<file path="src/rtl/stack_lifo_pop.sv">
// 16 x 8 LIFO stack: register-array storage, saturating stack pointer,
// registered top-of-stack read port and full/empty/overflow/underflow status.
// A simultaneous push and pop replaces the top word, or passes data_in straight
// through when the stack is empty.
module stack_lifo_pop #(
   parameter int DATA_WIDTH = 8,
   parameter int ADDR_WIDTH = 4
) (
   input  logic                  i_clock,
   input  logic                  i_reset,
   input  logic                  i_push,
   input  logic                  i_pop,
   input  logic [DATA_WIDTH-1:0] i_data_in,
   output logic [DATA_WIDTH-1:0] o_data_out,
   output logic                  o_valid,
   output logic [ADDR_WIDTH:0]   o_count,
   output logic                  o_empty,
   output logic                  o_full,
   output logic                  o_overflow,
   output logic                  o_underflow
);

   localparam int DEPTH = 2**ADDR_WIDTH;
   localparam logic [ADDR_WIDTH:0] DEPTH_CNT = (ADDR_WIDTH+1)'(DEPTH);

   logic [DATA_WIDTH-1:0] r_mem [DEPTH];
   logic [ADDR_WIDTH:0]   r_sp;
   logic [DATA_WIDTH-1:0] r_data_out;
   logic                  r_valid;
   logic                  r_overflow;
   logic                  r_underflow;

   logic                  w_empty;
   logic                  w_full;
   logic [ADDR_WIDTH-1:0] w_wr_idx;
   logic [ADDR_WIDTH-1:0] w_top_idx;
   logic [DATA_WIDTH-1:0] w_top;
   logic                  w_do_push;
   logic                  w_do_replace;

   assign w_empty   = (r_sp == '0);
   assign w_full    = (r_sp == DEPTH_CNT);
   // When full, the low bits of sp are 0 and sp-1 wraps to DEPTH-1, which is
   // exactly the top slot; the push path is guarded by w_full.
   assign w_wr_idx  = r_sp[ADDR_WIDTH-1:0];
   assign w_top_idx = r_sp[ADDR_WIDTH-1:0] - 1'b1;
   assign w_top     = r_mem[w_top_idx];

   assign w_do_push    = !i_reset &&  i_push && !i_pop && !w_full;
   assign w_do_replace = !i_reset &&  i_push &&  i_pop && !w_empty;

   // Storage write port: new slot on push, top slot on replace; never cleared.
   always_ff @(posedge i_clock) begin
      if (w_do_push)
         r_mem[w_wr_idx] <= i_data_in;
      else if (w_do_replace)
         r_mem[w_top_idx] <= i_data_in;
   end

   // Pointer, read port and status pulses; reset beats any request.
   always_ff @(posedge i_clock) begin
      if (i_reset) begin
         r_sp        <= '0;
         r_data_out  <= '0;
         r_valid     <= 1'b0;
         r_overflow  <= 1'b0;
         r_underflow <= 1'b0;
      end else begin
         r_valid     <= 1'b0;
         r_overflow  <= 1'b0;
         r_underflow <= 1'b0;
         unique case ({i_push, i_pop})
            2'b10: begin
               if (w_full) r_overflow <= 1'b1;
               else        r_sp       <= r_sp + 1'b1;
            end
            2'b01: begin
               if (w_empty) begin
                  r_underflow <= 1'b1;
               end else begin
                  r_data_out <= w_top;
                  r_sp       <= r_sp - 1'b1;
                  r_valid    <= 1'b1;
               end
            end
            2'b11: begin
               // Replace returns the old top; on empty the input passes through.
               r_valid    <= 1'b1;
               r_data_out <= w_empty ? i_data_in : w_top;
            end
            default: ;
         endcase
      end
   end

   assign o_data_out  = r_data_out;
   assign o_valid     = r_valid;
   assign o_count     = r_sp;
   assign o_empty     = w_empty;
   assign o_full      = w_full;
   assign o_overflow  = r_overflow;
   assign o_underflow = r_underflow;

endmodule

</file>
<file path="config.mk">
export PLATFORM = sky130hd
export DESIGN_NAME = stack_lifo_pop
export DESIGN_NICKNAME = d
export VERILOG_FILES = /design/src/rtl/stack_lifo_pop.sv
export SDC_FILE = /design/constraint.sdc
export NUM_CORES = 1
export LEC_CHECK = 0
export CAP_MARGIN = 10
export CORE_ASPECT_RATIO = 0.75
export CORE_MARGIN = 1
export CORE_UTILIZATION = 54
export DETAILED_ROUTE_END_ITERATION = 7
export HOLD_SLACK_MARGIN = 0.03
export PLACE_DENSITY_LB_ADDON = 0.12
export SLEW_MARGIN = 10
export SYNTH_ARGS = -nofsm -noshare
export SYNTH_HDL_FRONTEND = slang
export SYNTH_SLANG_ARGS = --single-unit
</file>
<file path="constraint.sdc">
create_clock -name i_clock -period 3.1 [get_ports i_clock]
set_input_delay 0.31 -clock i_clock [delete_from_list [all_inputs] [get_ports i_clock]]
set_output_delay 0.31 -clock i_clock [all_outputs]
set_load 0.005 [all_outputs]
</file>
# Word level (Yosys, flattened, before mapping)
# Memories as Yosys holds them, arrays and structs flattened.
# Index checks and enable logic that the tools add are counted.
[word_totals]
register_bits = 16
mem_bits_rw = 128
inputBits = 12
output_inout_bits = 18
word_cells = 52
mem_count = 1
[mem_list]
columns = ["name", "depth", "word_bits", "read_ports", "rd_ports_with_merged_regs", "write_ports", "line", "source"]
rows = [
  ["r_mem", 16, 8, 1, 0, 1, "26", "logic [DATA_WIDTH-1:0] r_mem [DEPTH];"],
]
[classes]
addsub = 3
eq_ne = 6
muxes = 18
bitwise_logic = 2
n_reduce_logical = 17
[ops]
columns = ["cell", "count"]
rows = [
  ["$mux 8", 3],
  ["$pmux 8 s2", 1],
  ["$mux 5", 2],
  ["$pmux 5 s2", 1],
  ["$mux 1", 9],
  ["$reduce_or 8->1", 1],
  ["$add 5x1->5 const B", 1],
  ["$eq 5x5->1 const B", 1],
  ["$logic_and 1x1->1", 5],
  ["$logic_not 5->1", 1],
  ["$sub 5x1->5 const B", 1],
  ["$eq 2x2->1 const B", 2],
  ["$logic_not 1->1", 4],
  ["$mux 4", 1],
  ["$ne 2x2->1 const B", 2],
  ["$reduce_bool 2->1", 2],
  ["$reduce_or 2->1", 2],
  ["$sub 4x1->4 const B", 1],
  ["$reduce_and 3->1", 1],
  ["$eq 2x1->1 const B", 1],
  ["$not 1->1", 2],
  ["$pmux 1 s2", 1],
  ["$reduce_and 2->1", 1],
]

# Depth between registers and ports, before layout
[depth]
ltp_word = 9
ltp_mapped = 12
depth_no_buf = 8

# Worst setup path before layout
# OpenSTA, ideal clock, no wires.
[synth_timing]
path_type = "register to register"
start = "reg r_sp[0] (netlist: o_count[0])"
end = "mem r_mem[15][0] (enable)"
setup_ps = 370
arrival_ps = 2868
t_required_ps = 2730
path_slack_ps = -138
path_stages_with_launch = 13
path_buffers = 4
period_less_slack_ps = 3238
path_cell_list = "dfxtp_1 -> buf_2 -> buf_2 -> inv_2 -> ha_1 -> or4b_1 -> buf_2 -> inv_2 -> or3b_1 -> buf_4 -> nor3_1 -> a31oi_2 -> nor2_1"
[synth_between]
word_cells_on_any_way = 15
classes_between = "1 x add/sub; 1 x eq/ne; 7 x mux; 6 x reduce/logical"
[synth_lines]
columns = ["item", "line", "source"]
rows = [
  ["start, declared", "27", "logic [ADDR_WIDTH:0] r_sp;"],
  ["start signal, assigned", "75", "else r_sp <= r_sp + 1'b1;"],
  ["start signal, assigned", "82", "r_sp <= r_sp - 1'b1;"],
  ["$sub 4x1->4", "46", "assign w_top_idx = r_sp[ADDR_WIDTH-1:0] - 1'b1;"],
  ["via w_top_idx[0]", "36", "logic [ADDR_WIDTH-1:0] w_top_idx;"],
  ["$mux 4 (no source line)", "-", ""],
  ["end, declared", "26", ""],
]
# The timed path passes the listed nets, and every way through them passes these cells.

# Final worst setup path
[layout_timing]
start = "reg r_sp[1] (netlist: o_count[1])"
end = "mem r_mem[1][4] (enable)"
[layout_between]
elab_chain_cells = 8
word_cells_on_any_way = 15
classes_between = "1 x add/sub; 1 x eq/ne; 7 x mux; 6 x reduce/logical"
[layout_lines]
columns = ["item", "line", "source"]
rows = [
  ["$logic_not 5->1", "41", "assign w_empty = (r_sp == '0);"],
  ["$logic_not 1->1", "50", "assign w_do_replace = !i_reset && i_push && i_pop && !w_empty;"],
  ["$logic_and 1x1->1", "50", ""],
  ["$mux 1", "56", "else if (w_do_replace)"],
  ["$mux 1", "54", "if (w_do_push)"],
  ["$mux 1 (not written as such)", "57", "r_mem[w_top_idx] <= i_data_in;"],
  ["$reduce_or 8->1 (no source line)", "-", ""],
  ["$mux 4 (no source line) / $mux 1 (equally long branches)", "-", ""],
]
# Several ways; a longest one is shown, not always the timed one.

==> results.json <==
{
  "outcome": "completed",
  "timing.critical_path.arrival_ns": 2.72,
  "die_width_um": 124,
  "placed_cell_area_mm2": 0.00667,
  "routed_wirelength_mm": 13.5,
  "fin_ws_ns": 0.432,
  "post_cts.resized_instances": 0,
  "global_route.usage.total": 0.258,
  "setup_viol": 0,
  "internal_power_mw": 3.98,
  "ys.warnings.count": 0,
  "powerDensity_mw_per_mm2": 759,
  "synth_top_flop_cell": "sky130_fd_sc_hd__edfxtp_1",
  "cts_hold_repair.buffers": 0,
  "placement.setup.worst_slack_ns": 0.392,
  "tritoncts_clock_tree": "done",
  "worst-slew-pin-transition_ns": 0.734,
  "detailed_place_hpwl_mm": 8.51,
  "criticalPathCategory": "register to register",
  "final_hold_viol_count": 0,
  "timing.max_cap.violations": 0,
  "clock_latency_ns": 0.41,
  "max_freq_ghz": 0.375,
  "fp-row-count": 33,
  "post_synth_fa_ha_maj_area_fraction": 0.0137,
  "floorplan.die_area_mm2": 0.0116,
  "synth_area_leaders": "sky130_fd_sc_hd__edfxtp_1, sky130_fd_sc_hd__mux4_2, sky130_fd_sc_hd__dfxtp_1, sky130_fd_sc_hd__nor2_1, sky130_fd_sc_hd__a21oi_1",
  "antenna-diode-count": 0,
  "clk_transition_reported_paths_ns": 0.06,
  "synth.largest_area_cell": "sky130_fd_sc_hd__edfxtp_1",
  "p_sw_frac": 0.279,
  "power_frac_seq": 0.404,
  "chip_height_um": 93.6,
  "metal2_wl_mm": 6.16,
  "grt_antenna_before_repair": 0,
  "most-common-layout-cells": "sky130_fd_sc_hd__edfxtp_1, sky130_fd_sc_hd__buf_4, sky130_fd_sc_hd__mux4_2",
  "rr_endpoint": "r_mem[1][4]$_DFFE_PP_",
  "wl_met3_um": 821,
  "leakage_power_figure_nw": 2.45,
  "routed_length_on_met1_mm": 6.25,
  "largest_family_of_logic_cells_by_synthesized_area": "multiplexers",
  "hold_path_class": "register to register",
  "r2r_setup_slack_ns": 0.43,
  "synthMuxAreaShare": 0.130,
  "first_pass_grt_wire_length_mm": 20.5,
  "synth-edff-count": 128,
  "cts_buffer_depth": 2,
  "core_area_mm2": 0.0109,
  "hold_path_depth": 2,
  "area_growth_pct": 20.2,
  "pin_count_of_the_biggest_net_entering_global_routing": 38,
  "io-pin-count": 30,
  "initial_utilization": 0.554,
  "post_synth_instance_area_mm2": 0.00604,
  "maxSlewHeadroom": 0.509,
  "synth.yosys.seq_area_share": 0.689,
  "timing.final.crit_share": 0.861,
  "wl_per_cell_um": 23.2,
  "power_spent_charging_and_discharging_nets_mw": 1.54,
  "finalWeightedCongestion": 0.801,
  "synth_largest_type_area_fraction": 0.636,
  "io_buffers": 29,
  "grt_setup_unrepaired": "false",
  "synthCells": 362,
  "whs_endpoint": "o_data_out[6]$_SDFFE_PP0P_",
  "worst_ep_required_time_ns": 3.15,
  "synth_simple_gate_area_share": 0.0733,
  "ir_worst_vdd_mv": 0.580,
  "worst-r2r-cell-count": 7,
  "detailroute.via_count": 3559,
  "grt.overflow.total": 0,
  "numCtsBuffers": 17,
  "yosys.area_share.xor_xnor": 0.0116,
  "postRouteAntennaNets": 0,
  "post_synth_num_cell_types": 50,
  "start_kind": "register",
  "detail_route.vias_per_cell": 6.12,
  "mostFrequentLayoutCell": "sky130_fd_sc_hd__edfxtp_1",
  "cp-end-kind": "register",
  "clock_power_share": 0.362,
  "avgSynthCellArea_um2": 16.7,
  "firstDrtPassIters": 5,
  "clock-skew-final_ns": 0.0114,
  "min_from": "o_data_out[6]$_SDFFE_PP0P_",
  "hold-worst-slack_ns": 0.469,
  "post-cts-setup-buffer-count": 0,
  "design_area_mm2": 0.00726,
  "drt_drc_violations_left": 0,
  "first_iter_violations": 376,
  "first_global_vias": 3503,
  "post-route-min-period_ns": 2.67,
  "maxUsedRoutingLayer": "met4",
  "syn-num-nets": 380,
  "root_buffer": "sky130_fd_sc_hd__clkbuf_16",
  "cts_sinks": 144,
  "synth-compound-area-share": 0.0590,
  "critical_path_peak_fanout": 8,
  "cts-htree-levels": 4,
  "regToRegStartpoint": "o_count[1]$_SDFFE_PP0P_",
  "final_net_count": 447,
  "yosys_register_bits": 144,
  "report.final.slew_viol_count": 0,
  "asyncSetResetFlopFracSynth": 0,
  "layout-drive-gt1-share": 0.253,
  "share_comb_of_total_power": 0.235
}
==> cells in the mapped netlist, types with 2 or more instances <==
library cell and n:
sky130_fd_sc_hd__nor2b_1 2, sky130_fd_sc_hd__nor2_1 31, sky130_fd_sc_hd__nand2_1 25, sky130_fd_sc_hd__or3_1 7, sky130_fd_sc_hd__buf_4 5, sky130_fd_sc_hd__mux2_2 2, sky130_fd_sc_hd__a221oi_1 6, sky130_fd_sc_hd__inv_2 2
sky130_fd_sc_hd__xnor2_1 6, sky130_fd_sc_hd__dfxtp_1 16, sky130_fd_sc_hd__edfxtp_1 128, sky130_fd_sc_hd__a21o_1 2, sky130_fd_sc_hd__buf_6 2, sky130_fd_sc_hd__o22ai_1 3, sky130_fd_sc_hd__xor2_1 2, sky130_fd_sc_hd__a31oi_1 2
sky130_fd_sc_hd__inv_1 5, sky130_fd_sc_hd__mux4_2 32, sky130_fd_sc_hd__a21oi_1 21, sky130_fd_sc_hd__nor3_1 12, sky130_fd_sc_hd__nand4_1 2, sky130_fd_sc_hd__a31oi_2 4, sky130_fd_sc_hd__ha_1 5, sky130_fd_sc_hd__nand2b_1 3
sky130_fd_sc_hd__buf_2 8, sky130_fd_sc_hd__mux2i_1 4, sky130_fd_sc_hd__clkbuf_1 2
==> worst max path at each step <==
| stage | from | to | depth (start not counted) |
|---|---|---|---|
| final | o_count[1]$_SDFFE_PP0P_ | r_mem[1][4]$_DFFE_PP_ | 7 |
| after global routing | o_count[1]$_SDFFE_PP0P_ | r_mem[1][4]$_DFFE_PP_ | 8 |
| after CTS | o_count[1]$_SDFFE_PP0P_ | r_mem[1][3]$_DFFE_PP_ | 8 |
| after detailed placement | i_pop | r_mem[1][1]$_DFFE_PP_ | 5 |
| after global placement | i_pop | r_mem[2][4]$_DFFE_PP_ | 6 |
| after floorplan | o_count[0]$_SDFFE_PP0P_ | r_mem[15][0]$_DFFE_PP_ | 12 |
==> power by group through the flow <==
| stage | logic [mW] | clock network (mW) | registers (mW) |
|---|---|---|---|
| after global routing | 1.39 | 2.10 | 2.23 |
| final | 1.29 | 1.99 | 2.23 |
| after global placement | 1.27 | 0 | 2.26 |
| after floorplan | 0.823 | 0 | 2.27 |
| after detailed placement | 1.28 | 0 | 2.26 |
| after CTS | 1.30 | 2.01 | 2.22 |
==> per-layer routing <==
| metal | track usage | up-vias |
|---|---|---|
| li1 | - | 1575 |
| met1 | 0.390 | 1843 |
| met2 | 0.364 | 123 |
| met3 | 0.0677 | 18 |
| met4 | 0.0843 | 0 |
| met5 | 0 | - |
==> worst max-delay path, cell delays in order, from the launching register on <==
cell                      delay, ns
sky130_fd_sc_hd__dfxtp_1       0.31
sky130_fd_sc_hd__inv_1         0.16
sky130_fd_sc_hd__ha_1          0.25
sky130_fd_sc_hd__or4b_1        0.50
sky130_fd_sc_hd__inv_2         0.10
sky130_fd_sc_hd__or3b_1        0.30
sky130_fd_sc_hd__a31oi_2       0.20
sky130_fd_sc_hd__nor2_2        0.49
==> flip-flops by register name, indices dropped and copies added (netlist names) <==
signal,cells
r_mem,128
o_data_out,8
o_count,5
o_overflow,1
o_underflow,1
o_valid,1
==> cell type report <==
type	count	area (um^2)
multi-input combinational	193	1740
clock inverter	10	101
timing repair buffer	65	561
clock buffer	22	487
tap	140	175
fill	785	3640
sequential	144	4170
inverter	8	32.5
==> logic make-up after synthesis <==
kind of cell	Yosys count
flip-flops	144
buffers and inverters	25
adder cells (fa/ha/maj)	6
AND/OR/NAND/NOR	92
AO/OA/AOI/OAI	49
XOR/XNOR	8
multiplexers	38
==> stage by stage <==
stage          setup TNS [ns]  total power, mW  instances  utilization
6_report                    0             5.51        582        0.666
4_1_cts                     0             5.54        582        0.666
5_1_grt                     0             5.73        582        0.666
3_5_place_dp                0             3.55        550        0.612
3_3_place_gp                0             3.53        550        0.612
2_1_floorplan          -14.95             3.09        362            -
No activity file was read; power rests on OpenSTA's default activity.
